`src/rtl/riscv_zero_hazard_ctrl.sv`:
```
// Decode-stage sequencing: register scoreboard for RAW/structural stalls,
// redirect flush window after taken branches, and a stall-cycle counter.
module riscv_zero_hazard_ctrl #(
  parameter int NUM_REGS     = 32,
  parameter int CNT_W        = 2,
  parameter int FLUSH_CYCLES = 2
) (
  input  logic                clk,
  input  logic                reset,
  input  logic                dec_valid,
  input  logic [4:0]          dec_rs1,
  input  logic [4:0]          dec_rs2,
  input  logic                dec_use_rs1,
  input  logic                dec_use_rs2,
  input  logic [4:0]          dec_rd,
  input  logic                dec_wb_en,
  input  logic                wb_valid,
  input  logic [4:0]          wb_rd,
  input  logic                redirect_valid,
  output logic                stall,
  output logic                issue,
  output logic                flush_decode,
  output logic [NUM_REGS-1:0] sb_busy,
  output logic                sb_error,
  output logic [31:0]         stall_cycles
);

  localparam int              IDX_W      = (NUM_REGS > 1) ? $clog2(NUM_REGS) : 1;
  localparam logic [CNT_W-1:0] CNT_MAX   = '1;
  localparam logic [3:0]      FLUSH_LOAD = 4'(FLUSH_CYCLES - 1);

  typedef enum logic {ST_RUN, ST_FLUSH} state_t;

  state_t state_reg, state_next;
  logic [3:0] fcnt_reg, fcnt_next;
  logic [NUM_REGS-1:0][CNT_W-1:0] cnt_reg, cnt_next;

  logic [CNT_W-1:0] cnt_rs1, cnt_rs2, cnt_rd, cnt_wb;
  logic raw_hazard, struct_hazard, flush_raw;
  logic inc, dec, wb_orphan;

  // x0 and any address beyond the tracked range read as "never pending"
  function automatic logic tracked(input logic [4:0] a);
    return (a != 5'd0) && (int'(a) < NUM_REGS);
  endfunction

  assign cnt_rs1 = tracked(dec_rs1) ? cnt_reg[dec_rs1[IDX_W-1:0]] : '0;
  assign cnt_rs2 = tracked(dec_rs2) ? cnt_reg[dec_rs2[IDX_W-1:0]] : '0;
  assign cnt_rd  = tracked(dec_rd)  ? cnt_reg[dec_rd[IDX_W-1:0]]  : '0;
  assign cnt_wb  = tracked(wb_rd)   ? cnt_reg[wb_rd[IDX_W-1:0]]   : '0;

  // Registered counts only: a same-cycle writeback still leaves the old value in the regfile read
  assign raw_hazard    = (dec_use_rs1 && (cnt_rs1 != '0)) || (dec_use_rs2 && (cnt_rs2 != '0));
  assign struct_hazard = dec_wb_en && (cnt_rd == CNT_MAX) && tracked(dec_rd);

  always_comb begin
    state_next = state_reg;
    fcnt_next  = fcnt_reg;
    flush_raw  = 1'b0;
    case (state_reg)
      ST_RUN: begin
        flush_raw = redirect_valid;
        if (redirect_valid && (FLUSH_CYCLES > 1)) begin
          state_next = ST_FLUSH;
          fcnt_next  = FLUSH_LOAD;
        end
      end
      ST_FLUSH: begin
        flush_raw = 1'b1;
        if (redirect_valid) begin
          fcnt_next = FLUSH_LOAD;
        end else if (fcnt_reg <= 4'd1) begin
          state_next = ST_RUN;
          fcnt_next  = 4'd0;
        end else begin
          fcnt_next = fcnt_reg - 4'd1;
        end
      end
      default: begin
        state_next = ST_RUN;
        fcnt_next  = 4'd0;
      end
    endcase
  end

  assign flush_decode = !reset && flush_raw;
  assign stall        = !reset && dec_valid && (raw_hazard || struct_hazard) && !flush_raw;
  assign issue        = !reset && dec_valid && !(raw_hazard || struct_hazard) && !flush_raw;

  assign inc       = issue && dec_wb_en && tracked(dec_rd);
  assign dec       = wb_valid && (cnt_wb != '0);
  assign wb_orphan = wb_valid && (wb_rd != 5'd0) && (cnt_wb == '0);

  assign cnt_next[0] = '0;
  assign sb_busy[0]  = 1'b0;

  generate
    for (genvar gi = 1; gi < NUM_REGS; gi++) begin : g_sb
      logic inc_hit, dec_hit;
      assign inc_hit = inc && (dec_rd == 5'(gi));
      assign dec_hit = dec && (wb_rd == 5'(gi));
      assign cnt_next[gi] = (inc_hit == dec_hit) ? cnt_reg[gi] :
                            inc_hit ? cnt_reg[gi] + 1'b1 : cnt_reg[gi] - 1'b1;
      assign sb_busy[gi]  = !reset && (cnt_reg[gi] != '0);
    end
  endgenerate

  always_ff @(posedge clk or posedge reset) begin
    if (reset) begin
      state_reg    <= ST_RUN;
      fcnt_reg     <= 4'd0;
      cnt_reg      <= '0;
      sb_error     <= 1'b0;
      stall_cycles <= 32'd0;
    end else begin
      state_reg <= state_next;
      fcnt_reg  <= fcnt_next;
      cnt_reg   <= cnt_next;
      if (wb_orphan) sb_error <= 1'b1;
      if (stall && (stall_cycles != 32'hFFFF_FFFF)) stall_cycles <= stall_cycles + 32'd1;
    end
  end

endmodule

```
`config.mk`:
```
export PLATFORM = sky130hd
export DESIGN_NAME = riscv_zero_hazard_ctrl
export DESIGN_NICKNAME = d
export VERILOG_FILES = /design/src/rtl/riscv_zero_hazard_ctrl.sv
export SDC_FILE = /design/constraint.sdc
export NUM_CORES = 1
export LEC_CHECK = 0
export ABC_AREA = 1
export BUFFER_PORTS_ARGS = -buffer_cell sky130_fd_sc_hd__buf_4
export CORE_ASPECT_RATIO = 0.5
export CORE_MARGIN = 5
export CORE_UTILIZATION = 60
export CTS_BUF_LIST = sky130_fd_sc_hd__clkbuf_16
export DETAILED_ROUTE_END_ITERATION = 12
export PLACE_DENSITY_LB_ADDON = 0.3
export SYNTH_ARGS = -nofsm -noshare
export SYNTH_HDL_FRONTEND = slang
export SYNTH_SLANG_ARGS = --single-unit
```
`constraint.sdc`:
```
create_clock -name clk -period 5.1 [get_ports clk]
set_input_delay 0.765 -clock clk [delete_from_list [all_inputs] [get_ports clk]]
set_output_delay 0.765 -clock clk [all_outputs]
set_load 0.05 [all_outputs]
```
### Yosys cells after proc, flatten, opt, wreduce, memory -nomap -nowiden

Cells that the tools add are included.

* reductions and logical operators: 153
* order comparisons: 5
* eq/ne operators: 96
* $add $sub $neg: 64
* bitwise logic cells: 1
* multiplexer cells: 52

Operator list (number)
* $eq A5 B5 Y1 const B: 32
* $logic_and A1 B1 Y1: 109
* $eq A5 B4 Y1 const B: 16
* $mux W2: 39
* $reduce_bool A2 Y1: 34
* $add A2 B1 Y2 const B: 31
* $sub A2 B1 Y2 const B: 31
* $bmux W2 S5: 4
* $eq A5 B3 Y1 const B: 8
* $add A32 B1 Y32 const B: 1
* $ne A32 B32 Y1 const B: 1
* $eq A1 B1 Y1: 31
* $lt A5 B6 Y1 const B: 4
* $eq A5 B2 Y1 const B: 4
* $reduce_bool A5 Y1: 4
* $mux W4: 3
* $eq A5 B1 Y1 const B: 2
* $pmux W4 S2: 1
* $le A4 B1 Y1 const B: 1
* $pmux W1 S2: 2
* $sub A4 B1 Y4 const B: 1
* $logic_not A1 Y1: 3
* $mux W1: 3
* $eq A2 B2 Y1 const B: 1
* other kinds (4): 5

* word-level logic and storage cells: 406
* bits of input ports: 28
* output and inout port bits: 68
* flip-flop bits (word level): 100

### Depth between registers and ports, before layout

* depth after elaboration: 14
* gate-level depth with buffers: 22

### Least setup slack after synthesis

Ideal clock, no wire load.

* path type: input to register
* from: in reset
* to: reg cnt_reg[54] in the netlist's numbering
* arrival time: 4864 ps
* required time: 4983 ps
* library setup time: 117 ps
* stages: 9
* slack: 119 ps
* path through: clkbuf_1 -> inv_1 -> nand3_1 -> nor2_4 -> nand2_1 -> o21ai_0 -> nand2_1 -> nand2_1 -> nand2_1

* cells in the longest elaborated chain, start to end: 8
* elaborated cells on any way between the ends: 9

RTL lines
* start, declared: RTL line 9 `input logic reset,`
* $logic_not A1 Y1 (no source line) (*)
* $logic_and A1 B1 Y1 (*) (3 in a row): RTL line 88 `assign issue = !reset && dec_valid && !(raw_hazard || struct_hazard) && !flush_raw;`
* via issue: RTL line 21 `output logic issue,`
* $logic_and A1 B1 Y1 (*) (2 in a row): RTL line 90 `assign inc = issue && dec_wb_en && tracked(dec_rd);`
* $logic_and A1 B1 Y1 (*): RTL line 100 `assign inc_hit = inc && (dec_rd == 5'(gi));`
* $mux W2 or $eq A1 B1 Y1 (tied branches): RTL line 103, 102
* end signal, assigned: RTL line 118 `cnt_reg <= cnt_next;`
* end, declared: RTL line 36 `logic [NUM_REGS-1:0][CNT_W-1:0] cnt_reg, cnt_next;`

The timed path passes the listed nets; every way through them passes the cells marked *.
A chain may end at the register's enable or synchronous reset.

### Final worst setup path

* from: in dec_rd[0]
* to: out stall

* cells in the longest elaborated chain, start to end: 9
* elaborated cells on any way between the ends: 10

RTL lines
* start, declared: RTL line 15 `input logic [4:0] dec_rd,`
* $bmux W2 S5: RTL line 49 `assign cnt_rd = tracked(dec_rd) ? cnt_reg[dec_rd[IDX_W-1:0]] : '0;`
* $mux W2 (implied by the code): RTL line 49
* $mux W2: RTL line 49
* $eq A2 B2 Y1: RTL line 54 `assign struct_hazard = dec_wb_en && (cnt_rd == CNT_MAX) && tracked(dec_rd);`
* $logic_and A1 B1 Y1: RTL line 54
* $logic_and A1 B1 Y1 (*): RTL line 54
* $logic_or A1 B1 Y1 (*): RTL line 87 `assign stall = !reset && dec_valid && (raw_hazard || struct_hazard) && !flush_raw;`
* $logic_and A1 B1 Y1 (*) (2 in a row): RTL line 87
* end, declared: RTL line 20 `output logic stall,`

Every way passes the cells marked *; elsewhere a longest branch is shown, timed or not. The select of a mux whose other input is x is not followed.

==> reports/metrics.cfg <==
[status]
status=complete, no violations

[yosys]
syn-mean-instance-area_sq_um=6.16
yosysSeqAreaShare_pct=31.3
synth_cell_types=37
synth_area_sq_mm=0.00799
synth_area_leaders=dfrtp_1 (31%), nand2_1 (21%), nand3_1 (8.8%), nor2_1 (7.7%), inv_1 (6.6%)
yosys_warnings=0
synth_nets=1328
ys_seq_elements=100
synth_cells=1297
synth_top_area_cell=dfrtp_1
synth_top_area_share_pct=31.3

[cells_and_area]
largest_reg_flops=62
fin_area_sq_mm=0.00903
syn_to_final_growth_pct=13.0
final_nets=1400
drive_above_1_share_pct=10.7
multi_input_area_sq_mm=0.00471
n_fill_cell=1119
fin_cells=1544
ff_latch_area_sq_mm=0.00250
diodes=0

[grt]
grt_first_pass_wirelength_microns=46200
grt_overflow_total=0
track_usage_pct=36.5
grt_pass1_vias=8727
grt_max_degree=57
antenna_found_initial=0

[detailed_routing]
dr.pass1.iters=12
antenna_left=0
drt_iter0_drc=1495
wl_per_cell_microns=19.3
vias=9323
drc=0
vias_per_cell=6.04
postRouteWirelength_microns=29700

[setup_path]
required_ns=4.34
path_max_fanout=43
worst_path_largest_cell_delay_ns=0.46
crit_top_cell=nand2_1
critical-path-slowest-cell=nor2_2
critPathCaptureType=output port
worstSetupPathType=in -> out
crit_buf_inv=3
worstSetupStartpointType=input port
arrival_ns=3.04
cpLargestDelayFamily=simple AND/OR/NAND/NOR gates
crit_start=dec_rd[0]
path_cells=buf_4 -> nand2_2 -> nor2_2 -> nand2_1 -> nand3_1 -> nor2_1 -> nand2_1 -> nand2_1 -> nand2_1 -> nand3_2 -> nand3_2 -> nand2_1 -> inv_2 -> buf_4
rrSetupSlack_ns=1.69
reg2reg_from=cnt_reg[10]

[clock_tree]
cts_buffers=9
cts_tree=built
cts_resized=0
clk_latency_ns=0.37
cts-root-buf=clkbuf_16
clk_pin_slew_ns=0.08
htree_levels=3
cts_setup_buffers=0
cts_hold_buf=0
cts_buffer_depth=2
cts.sinks=100

[sta]
finClkSkew_ns=0.0123
max_freq_mhz=263
rsz0062_at_grt=no
finalWorstSetupSlack_ns=1.29
finalCritPeriodShare_pct=74.6
setup_viol=0
max_slew_margin_pct=48.5
fin_crit_ns=3.81
drv_slew=0
fin_setup_tns_ns=0
finalHoldViolations=0
worst_slew_pin_slew_ns=0.772

[floorplan]
io_pins=96
dieHeight_microns=91.6
die_area_sq_mm=0.0159
row_count=29
die_x_microns=173
start_util_pct=62.2
core_sq_mm=0.0128

[pwr]
p_leak_nw=4.76
vdd_drop_max_v=0.000258
power.density_mw_per_mm2=344

[flow_run]
drv_cap=0

[place]
dp_slack_ns=1.30
gp_congestion=1.07
dp_hpwl_microns=22100
port_buffers=94
dp_cells=1528
place_area_sq_mm=0.00875

[hold_path]
min_path_type=reg -> reg
hold_path.startpoint=sb_error

==> cell families (layout without fill, tap and decap cells) <==
family                   after synthesis  count (layout)  share of synthesized area, %
XOR/XNOR                              57              57                          6.25
other                                  1               1                        0.0469
adder cells (fa/ha/maj)                3               3                         0.470
AND/OR/NAND/NOR                      857             857                          46.1
AO/OA/AOI/OAI                         89              89                          6.11
flip-flops                           100             100                          31.3
buffers and inverters                190             267                          9.76
==> cell usage after synthesis <==
library cell / instances
nand3_1: 141
xnor2_1: 14
xor2_1: 43
inv_1: 140
nor2_4: 2
buf_1: 3
nor3_4: 2
or2_2: 5
a31o_2: 1
a21o_1: 1
clkinv_1: 4
clkbuf_1: 9
nand3_2: 2
o211ai_1: 5
o21bai_1: 1
o21ai_1: 9
buf_4: 12
nor2_1: 164
nand2_1: 454
ha_1: 3
nor2_2: 6
conb_1: 1
nand2_4: 1
nor4_1: 6
inv_4: 1
nor3_1: 24
o22ai_1: 17
buf_2: 15
and3_1: 2
nand2_2: 1
inv_2: 6
a21oi_1: 16
nand3b_1: 11
o21ai_0: 39
nor3_2: 4
dfrtp_1: 100
nand4_1: 32
==> stage by stage <==
step	hold slack [ns]	power [mW]	utilization, %
after floorplan	0.466	1.94	-
after global placement	0.457	2.31	68.1
after detailed placement	0.468	2.35	68.1
after CTS	0.485	3.05	70.3
after global routing	0.507	3.25	70.3
final	0.486	3.11	70.3
==> final timing paths <==
| check | cells past startpoint | end |
|---|---|---|
| worst max-delay path | 14 | stall |
| worst min-delay path | 1 | sb_error |
| worst max register to register | 17 | stall_cycles[11] |
| worst min register to register | 1 | sb_error |
| max in group asynchronous | 3 | cnt_reg[6] |
| min in group asynchronous | 2 | sb_error |
==> power breakdown <==
group	switching, mW	total, mW	leakage [nW]	internal, mW
logic	0.864	1.22	3.38	0.359
registers	0.235	1.18	1.24	0.942
clock network	0.369	0.710	0.141	0.341
==> metal layers <==
metal	wire length (microns)	vias to the layer above	part of all wire (%)	global-route usage, %
met2	12300	728	41	54.9
met5	0	-	0	0
li1	-	4261	-	-
met3	4800	110	16	12.9
met1	11800	4224	40	50.3
met4	805	0	2.7	9.62
==> worst reg2reg max path, cell delays in order (launching register included) <==
cell and delay (ns):
dfrtp_1 0.43, nor2_1 0.43, inv_1 0.23, a21oi_1 0.17, nand2_1 0.08, nand2_1 0.06, nand2_1 0.05, nand2_1 0.05
nand3_1 0.07, nand3_1 0.17, nand3_2 0.17, nand2_1 0.18, inv_2 0.07, nand2_1 0.27, buf_4 0.31, clkinv_1 0.30
nand3_1 0.18, xnor2_1 0.13
==> layout make-up <==
class	instances	area share (%)
multi-input cells	1007	52.1
flip-flops and latches	100	27.7
repair buffers	100	8.31
inverters	151	6.33
clock buffers	9	2.49
well taps	170	2.36
clock inverters	7	0.665
==> placed cells by master, fill, tap and decap left out, types with 3 or more instances in the layout <==
cell,Yosys,routed
a21oi_1,16,16
buf_4,12,100
clkbuf_16,0,9
clkinv_1,4,4
dfrtp_1,100,100
ha_1,3,3
inv_1,140,140
inv_2,6,6
nand2_1,454,454
nand3_1,141,141
nand3b_1,11,11
nand4_1,32,32
nor2_1,164,164
nor2_2,6,6
nor3_1,24,24
nor3_2,4,4
nor4_1,6,6
o211ai_1,5,5
o21ai_0,39,39
o21ai_1,9,9
o22ai_1,17,17
or2_2,5,5
xnor2_1,14,14
xor2_1,43,43
Power figures use the tool's default switching activity.
